**src/rtl/sum_acc_pkg.sv**
```systemverilog
// Shared state encoding and default sizing for the frame sum accumulator.
package sum_acc_pkg;

   localparam int DEF_DATA_W    = 8;
   localparam int DEF_ACC_W     = 16;
   localparam int DEF_FRAME_LEN = 4;

   typedef enum logic [1:0] {
      IDLE  = 2'd0,
      ACCUM = 2'd1,
      HOLD  = 2'd2
   } state_t;

endpackage

```
**src/rtl/sum_accumulator.sv**
```systemverilog
// Sums FRAME_LEN accepted samples per frame, flags carry out, presents the total.
// Latency: result valid one cycle after the final sample is accepted.
// Backpressure: in_ready low while a result waits; result held until out_ready.
module sum_accumulator
   import sum_acc_pkg::*;
#(
   parameter int DATA_W    = DEF_DATA_W,
   parameter int ACC_W     = DEF_ACC_W,
   parameter int FRAME_LEN = DEF_FRAME_LEN
) (
   input  logic              clk,
   input  logic              rst_n,
   input  logic [DATA_W-1:0] sum_in,
   input  logic              in_valid,
   output logic              in_ready,
   input  logic              clear,
   output logic [ACC_W-1:0]  acc_out,
   output logic              overflow,
   output logic              out_valid,
   input  logic              out_ready
);

   localparam int CNT_W = $clog2(FRAME_LEN + 1);
   localparam logic [CNT_W-1:0] LAST_CNT = CNT_W'(FRAME_LEN - 1);

   state_t             state_q, state_d;
   logic [ACC_W-1:0]   acc_q, acc_d;
   logic [CNT_W-1:0]   cnt_q, cnt_d;
   logic               ovf_q, ovf_d;
   logic               rdy_q, vld_q;
   logic               take;
   logic [ACC_W:0]     add_res;

   always_comb begin
      add_res = {1'b0, acc_q} + (ACC_W + 1)'(sum_in);
      take    = in_valid && rdy_q;
      state_d = state_q;
      acc_d   = acc_q;
      cnt_d   = cnt_q;
      ovf_d   = ovf_q;
      if (clear) begin
         state_d = IDLE;
         acc_d   = '0;
         cnt_d   = '0;
         ovf_d   = 1'b0;
      end else begin
         case (state_q)
            IDLE, ACCUM: begin
               if (take) begin
                  acc_d   = add_res[ACC_W-1:0];
                  ovf_d   = ovf_q | add_res[ACC_W];
                  cnt_d   = cnt_q + CNT_W'(1);
                  // The sample that completes the frame goes straight to HOLD.
                  state_d = (cnt_q == LAST_CNT) ? HOLD : ACCUM;
               end
            end
            HOLD: begin
               if (out_ready) begin
                  state_d = IDLE;
                  acc_d   = '0;
                  cnt_d   = '0;
                  ovf_d   = 1'b0;
               end
            end
            default: begin
               state_d = IDLE;
               acc_d   = '0;
               cnt_d   = '0;
               ovf_d   = 1'b0;
            end
         endcase
      end
   end

   // Handshake flags are registered from the next state so no input reaches an output.
   always_ff @(posedge clk or negedge rst_n) begin
      if (!rst_n) begin
         state_q <= IDLE;
         acc_q   <= '0;
         cnt_q   <= '0;
         ovf_q   <= 1'b0;
         rdy_q   <= 1'b0;
         vld_q   <= 1'b0;
      end else begin
         state_q <= state_d;
         acc_q   <= acc_d;
         cnt_q   <= cnt_d;
         ovf_q   <= ovf_d;
         rdy_q   <= (state_d != HOLD);
         vld_q   <= (state_d == HOLD);
      end
   end

   assign in_ready  = rdy_q;
   assign out_valid = vld_q;
   assign acc_out   = acc_q;
   assign overflow  = ovf_q;

endmodule

```
**config.mk**
```make
export PLATFORM = sky130hd
export DESIGN_NAME = sum_accumulator
export DESIGN_NICKNAME = d
export VERILOG_FILES = /design/src/rtl/sum_acc_pkg.sv /design/src/rtl/sum_accumulator.sv
export SDC_FILE = /design/constraint.sdc
export NUM_CORES = 1
export LEC_CHECK = 0
export ABC_AREA = 1
export BUFFER_PORTS_ARGS = -buffer_cell sky130_fd_sc_hd__buf_2
export CAP_MARGIN = 40
export CORE_ASPECT_RATIO = 1.2
export CORE_MARGIN = 5
export CORE_UTILIZATION = 36
export CTS_BUF_LIST = sky130_fd_sc_hd__clkbuf_8 sky130_fd_sc_hd__clkbuf_16
export DETAILED_ROUTE_END_ITERATION = 8
export GPL_ROUTABILITY_DRIVEN = 0
export PLACE_DENSITY = 0.58
export SYNTH_ARGS = -nofsm -noshare
export SYNTH_HDL_FRONTEND = slang
export SYNTH_SLANG_ARGS = --single-unit
```
**constraint.sdc**
```tcl
create_clock -name clk -period 2 [get_ports clk]
set_clock_uncertainty 0.1 [all_clocks]
set_input_delay 0.1 -clock clk [delete_from_list [all_inputs] [get_ports clk]]
set_output_delay 0.1 -clock clk [all_outputs]
set_load 0.02 [all_outputs]
```
==> impl_metrics.csv, run 1 <==
group,metric,value,unit
outcome,status,"finished, final reports clean",
setup_path,rrSetupSlack,0.19,ns
yosys,synth_cell_types,29,
sta,worst_pin_slew,0.568,ns
power,switching_share,40.9,%
layout,layout_commonest_cell,"nand2_1",
detailed_routing,wire_per_inst,12.2,µm
floorplanning,start_util,37.3,%
global_route,grt_pass1_vias,1504,
sta,fin_setup_tns,0,ns
yosys,synth_area_per_cell,7.47,µm²
power,power.density,885,nW/µm²
setup_path,critPathRequiredTime,2.11,ns
floorplanning,dieArea,5860,µm²
setup_path,end_kind,"flip-flop",
sta,hold_viol_final,0,
layout,final_core_util,44.4,%
setup_path,cp_max_fo,4,
setup_path,cp.arrival,1.92,ns
floorplanning,fp-row-count,26,
yosys,ys_ff_latch,24,
sta,slew_viol_final,0,
power,p_total,1.67,mW
yosys,post-synth-top-area-fraction,37.7,%
yosys,synth_area_leaders,"dfrtp_1 38%, nand2_1 14%, ha_1 7.9%",
clock_tree,clockBufferDepth,2,
layout,antenna_cells,0,
sta,slew_headroom,62.1,%
detailed_routing,drt_iter0_markers,62,
clock_tree,clk_pin_slew,0.09,ns
power,p_switching,0.684,mW
layout,final_cell_mix,"61 x nand2_1, 31 x buf_2, 28 x inv_1",
global_route,overflow,0,
power,irDropWorstVdd,0.333,mV
sta,final-setup-viol-count,0,
floorplanning,die_w,70.7,µm
global_route,grtUsageTotal,13.7,%
power,seq_power_share,36.9,%
clock_tree,cts_tree,"done",
sta,setup_ws,0.188,ns
power,power.internal,0.991,mW
power,p_leak,1.06,nW
clock_tree,htreeDepth,1,
clock_tree,cts_root_buf,"clkbuf_8",
placement,place_hpwl,2920,µm
layout,drive_gt1_share,22.5,%
floorplanning,ios,32,
yosys,synthCells,213,
yosys,ys_seq_area_share,37.7,%
floorplanning,die_h,82.8,µm
power,power_frac_clock,20.5,%
detailed_routing,viasPerCell,4.75,
global_route,grt_max_degree,25,
global_route,antenna_found_initial,0,
detailed_routing,vias,1450,
flow_run,max-cap-violations,0,
detailed_routing,route.detailed.drc,0,
yosys,synth_warnings,0,
setup_path,critical_path_class,"flip-flop to flip-flop",
sta,rsz0062_at_grt,"false",
yosys,syn_area,1590,µm²
detailed_routing,postRouteAntennaNets,0,
detailed_routing,drtPass1Iterations,4,
power,pwr-share-comb,42.6,%
detailed_routing,wirelength,3730,µm
sta,period_minus_slack,1.81,ns
setup_path,cp-start-kind,"flip-flop",
global_route,grt_pass1_wl,6590,µm
yosys,synth_area_leader_cell,"dfrtp_1",
sta,fmax,0.552,GHz
layout,syn2layout_area_growth,18.9,%
placement,io_buffers,31,
sta,post-route-period-util,90.6,%
floorplanning,design.core.area,4260,µm²
clock_tree,numCtsBuffers,3,
clock_tree,clk_latency,0.27,ns
layout,fin_nets,274,
yosys,synth_nets,237,
clock_tree,cts.sinks,24,
placement,place_ws,0.139,ns
min_path,hold_class,"input port to flip-flop",
==> layer usage <==
layer / vias to the layer above / GRT usage [%] / wire, µm
met5: - / 0 / 0
met4: 0 / 5.13 / 76
met3: 7 / 3.02 / 223
met2: 40 / 23.3 / 1850
met1: 642 / 16.6 / 1580
li1: 761 / - / -
==> timing repair <==
| item | 4_1_cts | 5_1_grt |
|---|---|---|
| resized for setup | 0 | 3 |
| hold endpoints to repair | 24 | 0 |
| setup buffers | 0 | 1 |
| endpoints found under the setup margin | 0 | 4 |
| hold buffers | 1 | 0 |
==> power groups by stage <==
stage / Sequential, mW / Combinational (mW) / Clock [mW]
6_report: 0.618 / 0.714 / 0.343
5_1_grt: 0.630 / 0.821 / 0.373
4_1_cts: 0.618 / 0.718 / 0.358
3_5_place_dp: 0.627 / 0.716 / 0
3_3_place_gp: 0.624 / 0.713 / 0
2_1_floorplan: 0.695 / 0.447 / 0
==> synthesized netlist by cell type <==
cell type and instances:
a211oi_1 1, nor2_2 4, nand3b_2 1, a22o_1 2, ha_1 10, a21o_1 1
nor2_1 22, xor2_1 1, nand3_1 16, o22ai_1 2, a21boi_1 1, nand2_2 2
inv_2 3, a21oi_1 8, dfrtp_1 24, nand2_1 61, nor3_1 2, o21ai_0 7
buf_6 1, nand4_1 2, o21ai_1 1, nand2_4 1, a31oi_1 1, nand3_2 6
fa_1 1, xnor2_1 2, nor2_4 1, inv_1 28, a21boi_0 1
==> area by class of cell <==
cell class	instances	area (µm²)
Sequential cell	24	601
Fill cell	445	2370
Timing Repair Buffer	33	173
Inverter	31	116
Tap cell	56	70.1
Clock buffer	4	55.1
Multi-Input combinational cell	157	878
==> critical path, stage by stage (launching register included) <==
cell	delay, ns
dfrtp_1	0.42
ha_4	0.16
inv_1	0.05
fa_2	0.34
inv_1	0.08
nand3_1	0.08
nand3_2	0.10
nand2_1	0.07
nand2_2	0.10
nand2_1	0.07
nand2_1	0.06
nand2_1	0.04
nor2_1	0.09
==> path summary, 6_finish.rpt <==
check / start / endpoint / cells past startpoint
worst min register to register: acc_out[6]$_DFFE_PN0P_ / acc_out[6]$_DFFE_PN0P_ / 2
worst max-delay path: acc_out[0]$_DFFE_PN0P_ / acc_out[8]$_DFFE_PN0P_ / 12
worst max register to register: acc_out[0]$_DFFE_PN0P_ / acc_out[8]$_DFFE_PN0P_ / 12
min in group asynchronous: rst_n / acc_out[5]$_DFFE_PN0P_ / 2
max in group asynchronous: rst_n / acc_out[8]$_DFFE_PN0P_ / 2
worst min-delay path: in_valid / state_q[0]$_DFF_PN0_ / 4
==> cells by family (layout without fill, tap and decap cells) <==
| logic type | Yosys count | after routing | share of synthesized area (%) |
|---|---|---|---|
| xor+xnor | 3 | 3 | 1.65 |
| simple gates | 118 | 118 | 34.3 |
| compound gates | 25 | 25 | 9.20 |
| fa+ha+maj | 11 | 11 | 9.12 |
| flops | 24 | 24 | 37.7 |
| buf+inv | 32 | 68 | 8.02 |
==> metrics by stage <==
stage / cell area [µm²] / hold WS (ns) / cells
2_1_floorplan: 1590 / -0.296 / 213
3_3_place_gp: 1810 / 0.0333 / 299
3_5_place_dp: 1810 / 0.0394 / 299
4_1_cts: 1870 / 0.0411 / 304
5_1_grt: 1890 / 0.0578 / 305
6_report: 1890 / 0.0362 / 305
==> sequential cells by signal, summed over array words and instances, names as in the netlist <==
signal	count
acc_out	16
cnt_q	3
in_ready	1
out_valid	1
overflow	1
state_q	2
(Power assumes the default switching activity.)
==> run 2: changes to the inputs <==
==> constraint.sdc (replaced) <==
create_clock -name clk -period 2 [get_ports clk]
set_clock_uncertainty 0.1 [all_clocks]
set_input_delay 0.4 -clock clk [delete_from_list [all_inputs] [get_ports clk]]
set_output_delay 0.4 -clock clk [all_outputs]
set_load 0.02 [all_outputs]
==> run 2 against run 1 <==
Effect of this change:
- die area stayed put
- power up 5.4%
- sequential share of layout area is 0.063 points higher
- register-to-register slack about the same
- wire length up 1.3%
- worst hold slack got worse by 0.028 ns
- sequential power about the same
- critical path type unchanged
- combinational power is essentially flat
- largest power group unchanged
- largest cell class unchanged
==> impl_metrics.csv, run 2 (same netlist as run 1, synthesis figures left out) <==
group,metric,value,unit
sta,worst_pin_slew,0.571,ns
detailed_routing,drt_iter0_markers,73,
detailed_routing,vias,1422,
detailed_routing,viasPerCell,4.68,
power,seq_power_share,34.8,%
global_route,overflow,0,
outcome,status,"finished, final reports clean",
sta,final-setup-viol-count,0,
setup_path,critPathRequiredTime,2.11,ns
power,irDropWorstVdd,0.365,mV
clock_tree,cts.sinks,24,
layout,antenna_cells,0,
layout,final_cell_mix,"61 x nand2_1, 31 x buf_2, 28 x inv_1",
detailed_routing,wirelength,3780,µm
floorplanning,start_util,37.3,%
detailed_routing,drtPass1Iterations,4,
global_route,grt_pass1_vias,1498,
placement,io_buffers,31,
setup_path,cp.arrival,1.93,ns
detailed_routing,route.detailed.drc,0,
min_path,hold_class,"input port to asynchronous set/reset pin",
clock_tree,numCtsBuffers,3,
floorplanning,dieArea,5860,µm²
clock_tree,clockBufferDepth,2,
setup_path,rrSetupSlack,0.18,ns
setup_path,crit_top_cell,"nand2_1",
placement,dp_cells,299,
clock_tree,cts_tree,"done",
flow_run,max-cap-violations,0,
layout,drive_gt1_share,22.6,%
power,power_frac_clock,24.8,%
setup_path,end_kind,"flip-flop",
power,power.density,935,nW/µm²
power,p_switching,0.685,mW
clock_tree,clk_pin_slew,0.10,ns
power,p_total,1.77,mW
global_route,antenna_found_initial,0,
power,p_leak,1.06,nW
setup_path,rr_worst_depth,12,
floorplanning,design.core.area,4260,µm²
floorplanning,ios,32,
setup_path,r2r_end,"acc_out[8]$_DFFE_PN0P_",
sta,slew_headroom,62.0,%
floorplanning,fp-row-count,26,
placement,place_hpwl,2920,µm
sta,period_minus_slack,1.82,ns
power,power.internal,1.08,mW
floorplanning,die_w,70.7,µm
layout,largest_reg_flops,16,
sta,slew_viol_final,0,
setup_path,rr_startpoint,"acc_out[0]$_DFFE_PN0P_",
clock_tree,cts_root_buf,"clkbuf_8",
setup_path,max_stage_delay,0.38,ns
detailed_routing,postRouteAntennaNets,0,
power,pwr-share-comb,40.4,%
sta,fmax,0.549,GHz
setup_path,worst_path_max_delay_cell,"dfrtp_1",
global_route,grt_max_degree,25,
detailed_routing,wire_per_inst,12.4,µm
setup_path,cp-start-kind,"flip-flop",
clock_tree,postCtsHoldBufs,0,
layout,fillCellCount,451,
layout,layout.cells.non_filler,304,
sta,post-route-period-util,91.1,%
floorplanning,die_h,82.8,µm
setup_path,crit_chain,"ha_2, inv_1, fa_2, inv_1, nand3_1, nand3_2, nand2_1, nand2_2, nand2_1, nand2_1, nand2_1, nor2_1",
setup_path,cp_max_fo,4,
setup_path,critical_path_class,"flip-flop to flip-flop",
layout,layout_commonest_cell,"nand2_1",
clock_tree,clk_latency,0.27,ns
global_route,grt_pass1_wl,6710,µm
clock_tree,htreeDepth,1,
sta,hold_viol_final,0,
power,switching_share,38.8,%
layout,fin_nets,273,
layout,syn2layout_area_growth,18.7,%
global_route,grtUsageTotal,13.8,%
## run 2: changes by cell type in the layout (fill, tap and decap cells not counted), sizes merged
cell	previous run	this run
bufinv	0	1
dlygate4sd3	1	0
clkbuf	4	3
## run 2: power by group through the flow
stage          registers [mW]  clock network, mW  logic [mW]
4_1_cts                 0.616              0.449       0.718
6_report                0.615              0.438       0.714
5_1_grt                 0.626              0.469       0.812
2_1_floorplan           0.695                  0       0.447
3_3_place_gp            0.625                  0       0.713
3_5_place_dp            0.626                  0       0.715
## run 2: what timing repair did
action,4_1_cts,5_1_grt
endpoints found under the setup margin,0,4
setup buffers,0,1
gates resized for setup,0,2
## run 2: worst max path at each step
stage,from,to,depth (start not counted),slack [ns]
finish,acc_out[0]$_DFFE_PN0P_,acc_out[8]$_DFFE_PN0P_,12,0.18
global route,acc_out[0]$_DFFE_PN0P_,acc_out[8]$_DFFE_PN0P_,12,-0.0004
CTS,acc_out[0]$_DFFE_PN0P_,acc_out[8]$_DFFE_PN0P_,12,0.11
floorplan,acc_out[0]$_DFFE_PN0P_,acc_out[8]$_DFFE_PN0P_,11,0.12
detailed placement,sum_in[0],acc_out[8]$_DFFE_PN0P_,13,-0.0007
global placement,sum_in[0],acc_out[8]$_DFFE_PN0P_,12,0.06
## run 2: through the flow
stage | hold WS [ns] | setup slack [ns] | cell area (µm²) | utilization [%] | TNS (ns)
global placement | 0.333 | 0.0560 | 1810 | 42.4 | 0
finish | 0.00821 | 0.178 | 1890 | 44.3 | 0
CTS | 0.0297 | 0.107 | 1880 | 44.0 | 0
detailed placement | 0.332 | -0.000707 | 1810 | 42.4 | -0.000707
global route | 0.0561 | -0.000389 | 1890 | 44.3 | -0.000389
floorplan | 0.00441 | 0.124 | 1590 | - | 0
## run 2: layout make-up
cell class                 count  area (µm²)  share of cell area [%]
clock buffer                   3        41.3                    2.19
multi-input combinational    157         868                    46.0
inverter                      31         116                    6.16
timing repair buffer          32         163                    8.61
clock inverter                 1        30.0                    1.59
sequential                    24         601                    31.8
tap                           56        70.1                    3.71
## run 2: worst max-delay path: cells and delay by family (launching register included)
kind | cells | cell delay, ns
adder cells (fa/ha/maj) | 2 | 0.54
buffers and inverters | 2 | 0.13
flip-flops | 1 | 0.38
AND/OR/NAND/NOR | 8 | 0.59
## run 2: per-layer routing
metal | global-route usage, % | up-vias | wire length, µm
met3 | 2.29 | 4 | 166
met2 | 24.3 | 26 | 1900
li1 | - | 752 | -
met4 | 4.62 | 0 | 52
met5 | 0 | - | 0
met1 | 16.8 | 640 | 1660
